--- config.mk ---
export PLATFORM = sky130hd
export DESIGN_NAME = axil_reg_bridge_flat
export DESIGN_NICKNAME = d
export VERILOG_FILES = /design/src/rtl/axil_reg_bridge_if.sv /design/src/rtl/axil_reg_bridge.sv /design/src/flat_wrapper.sv
export SDC_FILE = /design/constraint.sdc
export NUM_CORES = 1
export LEC_CHECK = 0
export ABC_AREA = 0
export CORE_UTILIZATION = 53
export CTS_BUF_LIST = sky130_fd_sc_hd__clkbuf_8
export DETAILED_ROUTE_END_ITERATION = 7
export GPL_TIMING_DRIVEN = 0
export PLACE_DENSITY = 0.84
export SETUP_SLACK_MARGIN = 0.3
export SYNTH_ARGS = -nofsm -noshare
export SYNTH_HDL_FRONTEND = slang
export SYNTH_SLANG_ARGS = --single-unit
export TNS_END_PERCENT = 20
--- constraint.sdc ---
create_clock -name clk_i -period 5.3 [get_ports clk_i]
set_input_delay 0.795 -clock clk_i [delete_from_list [all_inputs] [get_ports clk_i]]
set_output_delay 0.795 -clock clk_i [all_outputs]
set_load 0.02 [all_outputs]
--- src/rtl/axil_reg_bridge_if.sv ---
// AXI4-Lite slave channels plus the simple device request/ack bus of the register bridge.
// The slave modport is the bridge's view; master is the view of whatever drives it.
interface axil_reg_bridge_if #(
  parameter int unsigned ADDR_WIDTH = 16,
  parameter int unsigned DATA_WIDTH = 32,
  parameter int unsigned CMD_BITS   = 8
);
  localparam int unsigned STRB_WIDTH = DATA_WIDTH / 8;
  localparam int unsigned ALIGN      = $clog2(STRB_WIDTH);
  localparam int unsigned INDEX_BITS = ADDR_WIDTH - CMD_BITS - ALIGN;

  logic [ADDR_WIDTH-1:0] awaddr_i;
  logic                  awvalid_i;
  logic                  awready_o;

  logic [DATA_WIDTH-1:0] wdata_i;
  logic [STRB_WIDTH-1:0] wstrb_i;
  logic                  wvalid_i;
  logic                  wready_o;

  logic [1:0]            bresp_o;
  logic                  bvalid_o;
  logic                  bready_i;

  logic [ADDR_WIDTH-1:0] araddr_i;
  logic                  arvalid_i;
  logic                  arready_o;

  logic [DATA_WIDTH-1:0] rdata_o;
  logic [1:0]            rresp_o;
  logic                  rvalid_o;
  logic                  rready_i;

  logic                  dev_req_o;
  logic                  dev_we_o;
  logic [INDEX_BITS-1:0] dev_index_o;
  logic [CMD_BITS-1:0]   dev_cmd_o;
  logic [DATA_WIDTH-1:0] dev_wdata_o;
  logic [STRB_WIDTH-1:0] dev_be_o;
  logic                  dev_ack_i;
  logic                  dev_err_i;
  logic [DATA_WIDTH-1:0] dev_rdata_i;

  modport slave (
    input  awaddr_i, awvalid_i, wdata_i, wstrb_i, wvalid_i, bready_i,
           araddr_i, arvalid_i, rready_i, dev_ack_i, dev_err_i, dev_rdata_i,
    output awready_o, wready_o, bresp_o, bvalid_o, arready_o, rdata_o, rresp_o,
           rvalid_o, dev_req_o, dev_we_o, dev_index_o, dev_cmd_o, dev_wdata_o,
           dev_be_o
  );

  modport master (
    output awaddr_i, awvalid_i, wdata_i, wstrb_i, wvalid_i, bready_i,
           araddr_i, arvalid_i, rready_i, dev_ack_i, dev_err_i, dev_rdata_i,
    input  awready_o, wready_o, bresp_o, bvalid_o, arready_o, rdata_o, rresp_o,
           rvalid_o, dev_req_o, dev_we_o, dev_index_o, dev_cmd_o, dev_wdata_o,
           dev_be_o
  );
endinterface

--- src/rtl/axil_reg_bridge.sv ---
// AXI4-Lite slave that turns single-beat reads/writes into device request/ack accesses,
// with per-channel holding registers, read/write alternation, decode errors and a timeout.
module axil_reg_bridge #(
  parameter int unsigned ADDR_WIDTH = 16,
  parameter int unsigned DATA_WIDTH = 32,
  parameter int unsigned CMD_BITS   = 8,
  parameter int unsigned DEV_COUNT  = 64,
  parameter int unsigned TIMEOUT    = 255
) (
  input  logic             clk_i,
  input  logic             rst_ni,
  axil_reg_bridge_if.slave bus
);
  localparam int unsigned STRB_WIDTH = DATA_WIDTH / 8;
  localparam int unsigned ALIGN      = $clog2(STRB_WIDTH);
  localparam int unsigned INDEX_BITS = ADDR_WIDTH - CMD_BITS - ALIGN;
  localparam int unsigned WADDR_W    = ADDR_WIDTH - ALIGN;
  localparam int unsigned CNT_W      = 16;

  localparam logic [1:0] RESP_OKAY   = 2'b00;
  localparam logic [1:0] RESP_SLVERR = 2'b10;
  localparam logic [1:0] RESP_DECERR = 2'b11;

  typedef enum logic [2:0] {
    IDLE    = 3'd0,
    WR_REQ  = 3'd1,
    RD_REQ  = 3'd2,
    WR_RESP = 3'd3,
    RD_RESP = 3'd4
  } state_e;

  state_e                 state_q, state_d;

  logic                   aw_full_q, aw_full_d;
  logic [WADDR_W-1:0]     aw_addr_q, aw_addr_d;
  logic                   w_full_q, w_full_d;
  logic [DATA_WIDTH-1:0]  w_data_q, w_data_d;
  logic [STRB_WIDTH-1:0]  w_strb_q, w_strb_d;
  logic                   ar_full_q, ar_full_d;
  logic [WADDR_W-1:0]     ar_addr_q, ar_addr_d;

  logic                   awready_q, awready_d;
  logic                   wready_q, wready_d;
  logic                   arready_q, arready_d;

  logic                   last_wr_q, last_wr_d;
  logic [CNT_W-1:0]       cnt_q, cnt_d;

  logic                   dev_req_q, dev_req_d;
  logic                   dev_we_q, dev_we_d;
  logic [INDEX_BITS-1:0]  dev_index_q, dev_index_d;
  logic [CMD_BITS-1:0]    dev_cmd_q, dev_cmd_d;
  logic [DATA_WIDTH-1:0]  dev_wdata_q, dev_wdata_d;
  logic [STRB_WIDTH-1:0]  dev_be_q, dev_be_d;

  logic                   bvalid_q, bvalid_d;
  logic [1:0]             bresp_q, bresp_d;
  logic                   rvalid_q, rvalid_d;
  logic [1:0]             rresp_q, rresp_d;
  logic [DATA_WIDTH-1:0]  rdata_q, rdata_d;

  logic                   wr_elig_c, rd_elig_c, grant_wr_c, grant_rd_c;
  logic [WADDR_W-1:0]     sel_addr_c;
  logic [INDEX_BITS-1:0]  sel_index_c;
  logic                   sel_decerr_c;
  logic [CNT_W-1:0]       cnt_inc_c;
  logic                   unused_addr_bits;

  // Byte-offset bits within a data word carry no information for the device.
  assign unused_addr_bits = ^{bus.awaddr_i[ALIGN-1:0], bus.araddr_i[ALIGN-1:0]};

  // Arbitration: a tie goes to whichever type was not granted most recently.
  assign wr_elig_c    = aw_full_q && w_full_q;
  assign rd_elig_c    = ar_full_q;
  assign grant_wr_c   = wr_elig_c && (!rd_elig_c || !last_wr_q);
  assign grant_rd_c   = rd_elig_c && !grant_wr_c;
  assign sel_addr_c   = grant_wr_c ? aw_addr_q : ar_addr_q;
  assign sel_index_c  = sel_addr_c[WADDR_W-1:CMD_BITS];
  assign sel_decerr_c = 32'(sel_index_c) >= DEV_COUNT;
  assign cnt_inc_c    = cnt_q + CNT_W'(1);

  // Next-state, holding-register and output logic.
  always_comb begin
    state_d     = state_q;
    aw_full_d   = aw_full_q;
    aw_addr_d   = aw_addr_q;
    w_full_d    = w_full_q;
    w_data_d    = w_data_q;
    w_strb_d    = w_strb_q;
    ar_full_d   = ar_full_q;
    ar_addr_d   = ar_addr_q;
    last_wr_d   = last_wr_q;
    cnt_d       = cnt_q;
    dev_req_d   = dev_req_q;
    dev_we_d    = dev_we_q;
    dev_index_d = dev_index_q;
    dev_cmd_d   = dev_cmd_q;
    dev_wdata_d = dev_wdata_q;
    dev_be_d    = dev_be_q;
    bvalid_d    = bvalid_q;
    bresp_d     = bresp_q;
    rvalid_d    = rvalid_q;
    rresp_d     = rresp_q;
    rdata_d     = rdata_q;

    if (bus.awvalid_i && awready_q) begin
      aw_full_d = 1'b1;
      aw_addr_d = bus.awaddr_i[ADDR_WIDTH-1:ALIGN];
    end
    if (bus.wvalid_i && wready_q) begin
      w_full_d = 1'b1;
      w_data_d = bus.wdata_i;
      w_strb_d = bus.wstrb_i;
    end
    if (bus.arvalid_i && arready_q) begin
      ar_full_d = 1'b1;
      ar_addr_d = bus.araddr_i[ADDR_WIDTH-1:ALIGN];
    end

    case (state_q)
      IDLE: begin
        if (grant_wr_c || grant_rd_c) begin
          last_wr_d   = grant_wr_c;
          cnt_d       = '0;
          dev_we_d    = grant_wr_c;
          dev_index_d = sel_index_c;
          dev_cmd_d   = sel_addr_c[CMD_BITS-1:0];
          if (grant_wr_c) begin
            aw_full_d   = 1'b0;
            w_full_d    = 1'b0;
            dev_wdata_d = w_data_q;
            dev_be_d    = w_strb_q;
          end else begin
            ar_full_d = 1'b0;
          end
          // Out-of-range index answers at once without touching the device.
          if (sel_decerr_c) begin
            if (grant_wr_c) begin
              bvalid_d = 1'b1;
              bresp_d  = RESP_DECERR;
              state_d  = WR_RESP;
            end else begin
              rvalid_d = 1'b1;
              rresp_d  = RESP_DECERR;
              rdata_d  = '0;
              state_d  = RD_RESP;
            end
          end else begin
            dev_req_d = 1'b1;
            state_d   = grant_wr_c ? WR_REQ : RD_REQ;
          end
        end
      end

      WR_REQ, RD_REQ: begin
        if (bus.dev_ack_i) begin
          dev_req_d = 1'b0;
          if (state_q == WR_REQ) begin
            bvalid_d = 1'b1;
            bresp_d  = bus.dev_err_i ? RESP_SLVERR : RESP_OKAY;
            state_d  = WR_RESP;
          end else begin
            rvalid_d = 1'b1;
            rresp_d  = bus.dev_err_i ? RESP_SLVERR : RESP_OKAY;
            rdata_d  = bus.dev_rdata_i;
            state_d  = RD_RESP;
          end
        end else if (cnt_inc_c == CNT_W'(TIMEOUT)) begin
          dev_req_d = 1'b0;
          if (state_q == WR_REQ) begin
            bvalid_d = 1'b1;
            bresp_d  = RESP_SLVERR;
            state_d  = WR_RESP;
          end else begin
            rvalid_d = 1'b1;
            rresp_d  = RESP_SLVERR;
            rdata_d  = '0;
            state_d  = RD_RESP;
          end
        end else begin
          cnt_d = cnt_inc_c;
        end
      end

      WR_RESP: begin
        if (bus.bready_i) begin
          bvalid_d = 1'b0;
          state_d  = IDLE;
        end
      end

      RD_RESP: begin
        if (bus.rready_i) begin
          rvalid_d = 1'b0;
          state_d  = IDLE;
        end
      end

      default: state_d = IDLE;
    endcase

    awready_d = !aw_full_d;
    wready_d  = !w_full_d;
    arready_d = !ar_full_d;
  end

  always_ff @(posedge clk_i or negedge rst_ni) begin
    if (!rst_ni) begin
      state_q     <= IDLE;
      aw_full_q   <= 1'b0;
      aw_addr_q   <= '0;
      w_full_q    <= 1'b0;
      w_data_q    <= '0;
      w_strb_q    <= '0;
      ar_full_q   <= 1'b0;
      ar_addr_q   <= '0;
      awready_q   <= 1'b0;
      wready_q    <= 1'b0;
      arready_q   <= 1'b0;
      last_wr_q   <= 1'b0;
      cnt_q       <= '0;
      dev_req_q   <= 1'b0;
      dev_we_q    <= 1'b0;
      dev_index_q <= '0;
      dev_cmd_q   <= '0;
      dev_wdata_q <= '0;
      dev_be_q    <= '0;
      bvalid_q    <= 1'b0;
      bresp_q     <= 2'b00;
      rvalid_q    <= 1'b0;
      rresp_q     <= 2'b00;
      rdata_q     <= '0;
    end else begin
      state_q     <= state_d;
      aw_full_q   <= aw_full_d;
      aw_addr_q   <= aw_addr_d;
      w_full_q    <= w_full_d;
      w_data_q    <= w_data_d;
      w_strb_q    <= w_strb_d;
      ar_full_q   <= ar_full_d;
      ar_addr_q   <= ar_addr_d;
      awready_q   <= awready_d;
      wready_q    <= wready_d;
      arready_q   <= arready_d;
      last_wr_q   <= last_wr_d;
      cnt_q       <= cnt_d;
      dev_req_q   <= dev_req_d;
      dev_we_q    <= dev_we_d;
      dev_index_q <= dev_index_d;
      dev_cmd_q   <= dev_cmd_d;
      dev_wdata_q <= dev_wdata_d;
      dev_be_q    <= dev_be_d;
      bvalid_q    <= bvalid_d;
      bresp_q     <= bresp_d;
      rvalid_q    <= rvalid_d;
      rresp_q     <= rresp_d;
      rdata_q     <= rdata_d;
    end
  end

  assign bus.awready_o   = awready_q;
  assign bus.wready_o    = wready_q;
  assign bus.arready_o   = arready_q;
  assign bus.bvalid_o    = bvalid_q;
  assign bus.bresp_o     = bresp_q;
  assign bus.rvalid_o    = rvalid_q;
  assign bus.rresp_o     = rresp_q;
  assign bus.rdata_o     = rdata_q;
  assign bus.dev_req_o   = dev_req_q;
  assign bus.dev_we_o    = dev_we_q;
  assign bus.dev_index_o = dev_index_q;
  assign bus.dev_cmd_o   = dev_cmd_q;
  assign bus.dev_wdata_o = dev_wdata_q;
  assign bus.dev_be_o    = dev_be_q;
endmodule

--- src/flat_wrapper.sv ---
// flat-port wrapper written by rule: the top's interface ports become plain ports
module axil_reg_bridge_flat 
#(
  parameter int unsigned ADDR_WIDTH = 16,
  parameter int unsigned DATA_WIDTH = 32,
  parameter int unsigned CMD_BITS   = 8,
  parameter int unsigned DEV_COUNT  = 64,
  parameter int unsigned TIMEOUT    = 255
)
  (clk_i, rst_ni, bus_awaddr_i, bus_awvalid_i, bus_wdata_i, bus_wstrb_i, bus_wvalid_i, bus_bready_i, bus_araddr_i, bus_arvalid_i, bus_rready_i, bus_dev_ack_i, bus_dev_err_i, bus_dev_rdata_i, bus_awready_o, bus_wready_o, bus_bresp_o, bus_bvalid_o, bus_arready_o, bus_rdata_o, bus_rresp_o, bus_rvalid_o, bus_dev_req_o, bus_dev_we_o, bus_dev_index_o, bus_dev_cmd_o, bus_dev_wdata_o, bus_dev_be_o);
  axil_reg_bridge_if #(.ADDR_WIDTH(ADDR_WIDTH), .DATA_WIDTH(DATA_WIDTH), .CMD_BITS(CMD_BITS)) bus_i ();
  input  logic clk_i;
  input  logic rst_ni;
  input wire logic [$bits(bus_i.awaddr_i)-1:0] bus_awaddr_i;
  input wire logic [$bits(bus_i.awvalid_i)-1:0] bus_awvalid_i;
  input wire logic [$bits(bus_i.wdata_i)-1:0] bus_wdata_i;
  input wire logic [$bits(bus_i.wstrb_i)-1:0] bus_wstrb_i;
  input wire logic [$bits(bus_i.wvalid_i)-1:0] bus_wvalid_i;
  input wire logic [$bits(bus_i.bready_i)-1:0] bus_bready_i;
  input wire logic [$bits(bus_i.araddr_i)-1:0] bus_araddr_i;
  input wire logic [$bits(bus_i.arvalid_i)-1:0] bus_arvalid_i;
  input wire logic [$bits(bus_i.rready_i)-1:0] bus_rready_i;
  input wire logic [$bits(bus_i.dev_ack_i)-1:0] bus_dev_ack_i;
  input wire logic [$bits(bus_i.dev_err_i)-1:0] bus_dev_err_i;
  input wire logic [$bits(bus_i.dev_rdata_i)-1:0] bus_dev_rdata_i;
  output wire logic [$bits(bus_i.awready_o)-1:0] bus_awready_o;
  output wire logic [$bits(bus_i.wready_o)-1:0] bus_wready_o;
  output wire logic [$bits(bus_i.bresp_o)-1:0] bus_bresp_o;
  output wire logic [$bits(bus_i.bvalid_o)-1:0] bus_bvalid_o;
  output wire logic [$bits(bus_i.arready_o)-1:0] bus_arready_o;
  output wire logic [$bits(bus_i.rdata_o)-1:0] bus_rdata_o;
  output wire logic [$bits(bus_i.rresp_o)-1:0] bus_rresp_o;
  output wire logic [$bits(bus_i.rvalid_o)-1:0] bus_rvalid_o;
  output wire logic [$bits(bus_i.dev_req_o)-1:0] bus_dev_req_o;
  output wire logic [$bits(bus_i.dev_we_o)-1:0] bus_dev_we_o;
  output wire logic [$bits(bus_i.dev_index_o)-1:0] bus_dev_index_o;
  output wire logic [$bits(bus_i.dev_cmd_o)-1:0] bus_dev_cmd_o;
  output wire logic [$bits(bus_i.dev_wdata_o)-1:0] bus_dev_wdata_o;
  output wire logic [$bits(bus_i.dev_be_o)-1:0] bus_dev_be_o;
  assign bus_i.awaddr_i = bus_awaddr_i;
  assign bus_i.awvalid_i = bus_awvalid_i;
  assign bus_i.wdata_i = bus_wdata_i;
  assign bus_i.wstrb_i = bus_wstrb_i;
  assign bus_i.wvalid_i = bus_wvalid_i;
  assign bus_i.bready_i = bus_bready_i;
  assign bus_i.araddr_i = bus_araddr_i;
  assign bus_i.arvalid_i = bus_arvalid_i;
  assign bus_i.rready_i = bus_rready_i;
  assign bus_i.dev_ack_i = bus_dev_ack_i;
  assign bus_i.dev_err_i = bus_dev_err_i;
  assign bus_i.dev_rdata_i = bus_dev_rdata_i;
  assign bus_awready_o = bus_i.awready_o;
  assign bus_wready_o = bus_i.wready_o;
  assign bus_bresp_o = bus_i.bresp_o;
  assign bus_bvalid_o = bus_i.bvalid_o;
  assign bus_arready_o = bus_i.arready_o;
  assign bus_rdata_o = bus_i.rdata_o;
  assign bus_rresp_o = bus_i.rresp_o;
  assign bus_rvalid_o = bus_i.rvalid_o;
  assign bus_dev_req_o = bus_i.dev_req_o;
  assign bus_dev_we_o = bus_i.dev_we_o;
  assign bus_dev_index_o = bus_i.dev_index_o;
  assign bus_dev_cmd_o = bus_i.dev_cmd_o;
  assign bus_dev_wdata_o = bus_i.dev_wdata_o;
  assign bus_dev_be_o = bus_i.dev_be_o;
  axil_reg_bridge #(.ADDR_WIDTH(ADDR_WIDTH), .DATA_WIDTH(DATA_WIDTH), .CMD_BITS(CMD_BITS), .DEV_COUNT(DEV_COUNT), .TIMEOUT(TIMEOUT)) u_core (.clk_i(clk_i), .rst_ni(rst_ni), .bus(bus_i));
endmodule
==> summary by stage, run 1 <==
Status
The flow ran to the end, and the final reports show no timing, DRC or antenna violations.

Synthesis
Sequential elements use 61.1% of the synthesized area. The fraction of registers with async set/reset is 100%. By instance count, the leading cell after synthesis is sky130_fd_sc_hd__dfrtp_1. The count of unique library cells instantiated by Yosys is 46.

Sorting the synthesized cells by area gives the leading types as sky130_fd_sc_hd__dfrtp_1 (61%), sky130_fd_sc_hd__mux2_2 (16%), sky130_fd_sc_hd__a22o_1 (3.9%). The dominant cell type by area after synthesis is sky130_fd_sc_hd__dfrtp_1. Counting every instance in the synthesized netlist gives 557. Ranked by instance count, the synthesized netlist is headed by sky130_fd_sc_hd__dfrtp_1 (177), sky130_fd_sc_hd__mux2_2 (100), sky130_fd_sc_hd__a22o_1 (32), sky130_fd_sc_hd__a21oi_1 (30), sky130_fd_sc_hd__nand2_1 (30). The Yosys warning count is 0. The most used flip-flop cell after synthesis is sky130_fd_sc_hd__dfrtp_1. The number of flops mapped to enable cells by yosys is 0. The synthesized design contains 177 register bits.

The mean area per synthesized cell is 13.0 um2. The cell area that synthesis handed to floorplanning was 7240 um2. After synthesis, the largest area contributor takes up 61.1% of total cell area.

Die
The floorplan step set the die width to 119 um. The initial core utilization is 54.5%. The die is 119 um tall. The number of standard-cell rows in the floorplan is 42. The number of primary I/O pins is 202. The area of the core region is 13300 um2. The area enclosed by the die boundary is 14100 um2.

Power
The power density normalized to cell area is 605 nW/um2. Total power for the finished layout comes to 0.00597 W. The worst IR drop on VDD is 390 uV.

Summed over all cells, the static leakage comes to 4.20 nW.

Clocking
Gates resized during post-CTS repair numbered 0. Clock latency on the worst-skew pair, taken at its later pin, is 450 ps. Buffers inserted to repair hold after CTS numbered 0. CTS placed an instance of sky130_fd_sc_hd__clkbuf_8 at the clock tree root. After clock tree synthesis, the setup repair step added 0 buffers. After clock tree synthesis, the clock-pin slew on the worst setup and hold paths is 80 ps. The TritonCTS clock tree is done.

Buffers inserted during clock tree synthesis total 17. The worst-case clock buffer depth is 2. In this run the number of H-tree levels came out at 4.

Clock tree synthesis found a total of 177 sinks.

STA
The least setup slack across all paths after layout is 1980 ps. The timing-limited maximum frequency is 0.301 GHz. Setup total negative slack on the finished layout was measured at 0 ps. Setup repair after global routing left no endpoint under its margin. Across the routed clock network, the largest skew measured is 10.6 ps.

Setup violations remaining at the end of the flow were counted as 0. The actual slew at the worst max-slew pin is 1060 ps. Subtracting the final worst setup slack from the clock period gives 3320 ps. Headroom to the max-slew limit came out at 29.2%. The final critical path takes up 62.7% of the cycle. The hold violation total from the final report came to 0. The final number of max-transition violations is 0.

Route
The number of remaining DRC errors is 0. The via-per-instance ratio is 5.50. The detailed router's first-iteration violation count is 291. In the final routed layout, each cell accounts on average for 17.8 um. The number of optimization iterations in the first detailed-route pass is 4. The vias after detailed routing is 5277. Summed over all layers, the routed wires come to 17000 um.

The count of nets left with antenna violations once routing finished came out at 0.

Critical path
The endpoint type of the worst setup path is a flip-flop. STA classifies the critical path startpoint as a flip-flop. Along the worst path, the maximum fanout reaches 10. The required arrival time at the worst endpoint is 5640 ps. The category of the most critical setup path is flip-flop to flip-flop.

Data on the critical path arrives at its endpoint at 3660 ps.

GRT
Entering global routing, the biggest net connects 108 pins. In the global route stage, overall resource usage came out at 25.8%. The sum of overflow across all layers after global routing is 0. The via count of the first global-routing pass is 5630.

The first global-routing pass estimated 28100 um of wire. The number of antenna violations at the first check in global routing is 0.

Finish
After the flow finishes, the layout carries non-filler instances totaling 960. Cells with a size suffix above 1 make up 18.2% of the layout. Relative to the synthesized area, the layout overhead comes to 36.2%. The number of nets in the finished design is 884. The repair_antennas step left the layout with diodes totalling 0.

Placement
The final weighted congestion of routability-driven global placement is 0.851. The number of cells after detailed placement is 930. The number of buffer cells added on primary ports is 195. The HPWL after detailed placement is 12400 um. Timing analysis after detailed placement gives a worst setup slack of 2080 ps.

Flow run
The max-capacitance violation count is 0.

Hold path
The worst min-delay path category is primary input to asynchronous set/reset pin.
power breakdown:
group | internal, W | leakage (nW) | switching (W)
sequential | 0.00198 | 2.14 | 0.000356
combinational | 0.00134 | 1.85 | 0.00133
clock | 0.000492 | 0.207 | 0.000472
total | 0.00381 | 4.20 | 0.00216
through the flow:
stage          hold WS, ps  utilization (%)  instance area (um2)
2_1_floorplan          471                -                 7250
3_3_place_gp           483             70.9                 9420
3_5_place_dp           481             71.1                 9450
4_1_cts                294             74.2                 9870
5_1_grt                294             74.2                 9870
6_report               279             74.2                 9870
path summary, 6_finish.rpt:
path                       cells past startpoint                    from  slack [ps]                       to
max                                           11         u_core.cnt_q[0]        1980         u_core.cnt_q[11]
min                                            1                  rst_ni         280  u_core.bus.dev_cmd_o[0]
max reg2reg                                   11         u_core.cnt_q[0]        1980         u_core.cnt_q[11]
min reg2reg                                    1  u_core.bus.rdata_o[30]         500   u_core.bus.rdata_o[30]
max in group asynchronous                      2                  rst_ni        4150       u_core.w_data_q[4]
min in group clk_i                             1  u_core.bus.rdata_o[30]         500   u_core.bus.rdata_o[30]
flip-flops by register name (all words and copies together) (netlist names), 3 cells and up:
register / flops
u_core.bus.dev_wdata_o: 32
u_core.w_strb_q: 4
u_core.bus.dev_cmd_o: 8
u_core.cnt_q: 16
u_core.aw_addr_q: 14
u_core.bus.dev_be_o: 4
u_core.bus.rdata_o: 32
u_core.ar_addr_q: 14
u_core.w_data_q: 32
u_core.bus.dev_index_o: 6
u_core.state_q: 3
metal layers:
metal	GRT usage [%]	routed length, um	vias up	part of all wire (%)
li1	-	-	2440	-
met1	30.8	6740	2651	40
met2	43.6	8850	167	52
met3	9.43	1220	19	7.2
met4	8.07	238	0	1.4
met5	0	0	-	0
layout make-up:
cell class                 count  area [um2]
fill                         875        3430
multi-input combinational    333        2610
inverter                      11        41.3
clock buffer                  19         262
tap                          176         220
timing repair buffer         196        1980
sequential                   177        4430
clock inverter                11         153
buffer                        37         166
cell families after synthesis:
group / share of synthesized area (%)
simple gates: 7.58
xor+xnor: 0.363
flops: 61.1
other cells: 0.0518
fa+ha+maj: 0.345
compound gates: 9.90
buf+inv: 2.87
mux: 17.8
cell usage in the layout (no fill, tap or decap), types with 6 or more instances in the layout:
master	netlist	layout
sky130_fd_sc_hd__mux2i_1	16	16
sky130_fd_sc_hd__mux2_2	100	100
sky130_fd_sc_hd__clkdlybuf4s50_1	0	194
sky130_fd_sc_hd__a21oi_1	30	30
sky130_fd_sc_hd__clkbuf_8	0	19
sky130_fd_sc_hd__nand2_1	30	30
sky130_fd_sc_hd__nor2_1	25	25
sky130_fd_sc_hd__or4_1	9	9
sky130_fd_sc_hd__nor3_1	6	6
sky130_fd_sc_hd__o31ai_1	7	7
sky130_fd_sc_hd__dfrtp_1	177	177
sky130_fd_sc_hd__o211ai_1	7	7
sky130_fd_sc_hd__inv_1	11	11
sky130_fd_sc_hd__a22o_1	32	32
sky130_fd_sc_hd__clkbuf_1	25	25
sky130_fd_sc_hd__nand3_1	13	13
critical path, cell delays in order, from the launching register on:
cell                       delay (ps)
sky130_fd_sc_hd__dfrtp_1          460
sky130_fd_sc_hd__ha_1             190
sky130_fd_sc_hd__clkbuf_1         340
sky130_fd_sc_hd__nand3_1          190
sky130_fd_sc_hd__or4_4            470
sky130_fd_sc_hd__xor2_1           140
sky130_fd_sc_hd__and4_1           200
sky130_fd_sc_hd__a41o_1           290
sky130_fd_sc_hd__buf_6            170
sky130_fd_sc_hd__clkbuf_1         430
sky130_fd_sc_hd__mux2i_1          260
sky130_fd_sc_hd__nand2_1           70
Note: power is estimated with default switching activity, not from simulation.
==> inputs of run 2 (changes only) <==
--- a/config.mk
+++ b/config.mk
@@ -6,11 +6,11 @@
 export NUM_CORES = 1
 export LEC_CHECK = 0
 export ABC_AREA = 0
-export CORE_UTILIZATION = 53
+export CORE_UTILIZATION = 50
 export CTS_BUF_LIST = sky130_fd_sc_hd__clkbuf_8
 export DETAILED_ROUTE_END_ITERATION = 7
 export GPL_TIMING_DRIVEN = 0
-export PLACE_DENSITY = 0.84
+export PLACE_DENSITY = 0.8
 export SETUP_SLACK_MARGIN = 0.3
 export SYNTH_ARGS = -nofsm -noshare
 export SYNTH_HDL_FRONTEND = slang
==> constraint.sdc (replaced) <==
create_clock -name clk_i -period 3.3 [get_ports clk_i]
set_input_delay 0.495 -clock clk_i [delete_from_list [all_inputs] [get_ports clk_i]]
set_output_delay 0.495 -clock clk_i [all_outputs]
set_load 0.02 [all_outputs]
==> summary by stage, run 2 (synthesis gave the netlist of run 1 again) <==
Status
The run finished with clean final reports.

Critical path
The worst setup path is launched from a flip-flop. The largest delay contributor family on the critical path is simple AND/OR/NAND/NOR gates. The total buffers and inverters traversed by the critical path was 3 (unchanged). The highest fanout seen on the critical path is 10 (unchanged). By startpoint and endpoint, the worst setup path is classified as flip-flop to flip-flop. Traced cell by cell, the critical path runs through ha_1, buf_2, nand3_1, or4_4, xor2_1, and4_1, a41o_1, buf_6, clkbuf_4, o311ai_1, o31ai_1. The setup slack on the worst flop-to-flop path came to 440 ps (-1540 ps).

The required arrival time at the worst endpoint is 3620 ps (-2020 ps). The slowest library cell on the worst path is sky130_fd_sc_hd__or4_4. STA classifies the critical path endpoint as a flip-flop. The critical path data arrival time was 3180 ps (-480 ps). The largest stage delay on the critical path is 460 ps (about the same).

Clocking
The worst-case clock buffer depth is 2 (unchanged). The register clock-pin slew on the reported worst setup and hold paths came to 90 ps (about the same). The tree is rooted in a sky130_fd_sc_hd__clkbuf_8. The TritonCTS clock tree is done. The depth of the CTS H-tree is 4 (unchanged). The source-to-sink clock delay at the later pin of the worst-skew pair is 460 ps (about the same). The number of CTS-inserted buffers is 17 (unchanged). The number of clock sinks was 177 (unchanged).

STA
The hold violation total from the final report is 0 (unchanged). Setup repair after global routing left no endpoint under its margin. The worst relative slew slack is 29.7% (+0.50 points).

The share of the clock period used by the worst path after layout came to 86.6% (+24 points). The final number of max-transition violations came to 0 (unchanged). The worst setup skew after layout was 12.9 ps (+2.36 ps). The actual slew at the worst max-slew pin came to 1060 ps (-7.45 ps). The timing-limited maximum frequency was 0.350 GHz (+16%). The final worst hold slack is 503 ps (+224 ps). The final period demand of the worst path is 2860 ps (-462 ps). The number of setup violations in the final report came to 0 (unchanged).

Power
The reported leakage power is 4.19 nW (-0.26%). The power density normalized to cell area is 956 nW/um2 (+58%). The worst IR drop on VDD is 636 uV (+63%).

Finish
The count of antenna diodes in the layout is 0 (unchanged). The final standard cell area without fillers is 9860 um2 (-0.11%). The utilization of the core after routing is 70.5% (-3.8 points). The number of nets in the finished design is 885 (+0.11%).

Compared with the post-synthesis result, the final layout area differs by 36.0%. In the layout the commonest cells are sky130_fd_sc_hd__clkdlybuf4s50_1 (194), sky130_fd_sc_hd__dfrtp_1 (175), sky130_fd_sc_hd__mux2_2 (100). The share of post-route cells with drive strength above 1 is 18.9% (+0.69 points).

The library cell used most frequently in the layout, excluding fill and tap cells, is sky130_fd_sc_hd__clkdlybuf4s50_1.

Route
The aggregate routed wire length was 17000 um (-0.36%). The number of optimization iterations in the first detailed-route pass is 4 (unchanged). The via-per-instance ratio was 5.46 (-0.72%). The number of remaining DRC errors came to 0 (unchanged).

The wire length per cell after detailed routing came to 17.6 um (-1.1%). The antenna violation net count after detailed routing was 0 (unchanged). The detailed router's first-iteration violation count was 299 (+2.7%).

The vias after detailed routing is 5277 (unchanged).

Hold path
The worst min-delay path category is flip-flop to flip-flop.

Die
The number of primary I/O pins is 202 (unchanged). The number of standard-cell rows in the floorplan is 43 (+2.4%). The initial core utilization is 51.8% (-2.7 points).

The area enclosed by the die boundary is 15000 um2 (+5.9%). The die height is 122 um (+2.9%). The area of the core region is 14000 um2 (+5.2%). The width of the chip was 122 um (+2.9%).

GRT
The sum of overflow across all layers after global routing was 0 (unchanged). The wire length of the first global-routing pass is 27400 um (-2.5%). The total routing usage reported by global routing is 23.9% (-1.9 points). The largest net degree at the start of global routing is 130 (+20%). The number of antenna violations at the first check in global routing is 0 (unchanged). The via count of the first global-routing pass is 5500 (-2.3%).

Placement
The final weighted congestion of routability-driven global placement is 0.896 (+5.3%). The number of buffer cells added on primary ports is 195 (unchanged). The HPWL after detailed placement came to 12300 um (-0.57%). The standard cell area after detailed placement was 9460 um2 (about the same).

Flow run
The max-capacitance violation count is 0 (unchanged).
-- run 2: stage by stage --
step	instances	total power, W	TNS (ps)	setup slack, ps
2_1_floorplan	558	0.00618	0	630
3_3_place_gp	933	0.00789	-903620	-5120
3_5_place_dp	934	0.00808	0	125
4_1_cts	967	0.00949	0	243
5_1_grt	967	0.00998	0	300
6_report	967	0.00942	0	441
-- run 2: worst reg2reg max path, stage by stage, from the launching register on --
cell	delay (ps)
sky130_fd_sc_hd__dfrtp_2	420
sky130_fd_sc_hd__ha_1	150
sky130_fd_sc_hd__buf_2	190
sky130_fd_sc_hd__nand3_1	150
sky130_fd_sc_hd__or4_4	460
sky130_fd_sc_hd__xor2_1	160
sky130_fd_sc_hd__and4_1	170
sky130_fd_sc_hd__a41o_1	260
sky130_fd_sc_hd__buf_6	160
sky130_fd_sc_hd__clkbuf_4	200
sky130_fd_sc_hd__o311ai_1	280
sky130_fd_sc_hd__o31ai_1	120
-- run 2: path summary, 6_finish.rpt --
check,startpoint,endpoint,cells past startpoint
max,u_core.cnt_q[1],u_core.cnt_q[6],11
min,u_core.bus.rdata_o[29],u_core.bus.rdata_o[29],1
max reg2reg,u_core.cnt_q[1],u_core.cnt_q[6],11
min reg2reg,u_core.bus.rdata_o[29],u_core.bus.rdata_o[29],1
max in group asynchronous,rst_ni,u_core.bus.dev_cmd_o[4],3
min in group asynchronous,rst_ni,u_core.cnt_q[13],2
-- run 2: power breakdown --
part | switching (W) | internal [W] | total (W)
Combinational | 0.00214 | 0.00215 | 0.00429
Sequential | 0.000559 | 0.00318 | 0.00374
Clock | 0.000824 | 0.000564 | 0.00139
-- run 2: what timing repair did --
| action | 4_1_cts | 5_1_grt |
|---|---|---|
| endpoints found under the setup margin | 33 | 52 |
| endpoints found under the hold margin | 48 | 0 |
| hold buffers | 1 | 0 |
| resized for setup | 1 | 9 |
| buffers inserted | 0 | 0 |
-- run 2: final cells by class --
| type | instances | area [um2] |
|---|---|---|
| flip-flops and latches | 177 | 4430 |
| fillers | 1020 | 4130 |
| multi-input cells | 333 | 2620 |
| repair buffers | 197 | 1990 |
| clock buffers | 18 | 248 |
| well taps | 180 | 225 |
| plain buffers | 37 | 174 |
| clock inverters | 14 | 123 |
| inverters | 11 | 41.3 |
-- run 2: layer usage --
layer	vias to the layer above	wire length (um)	GRT usage, %
li1	2446	-	-
met1	2642	6950	29.1
met2	174	8600	39.9
met3	15	1190	8.27
met4	0	233	7.70
met5	-	0	0
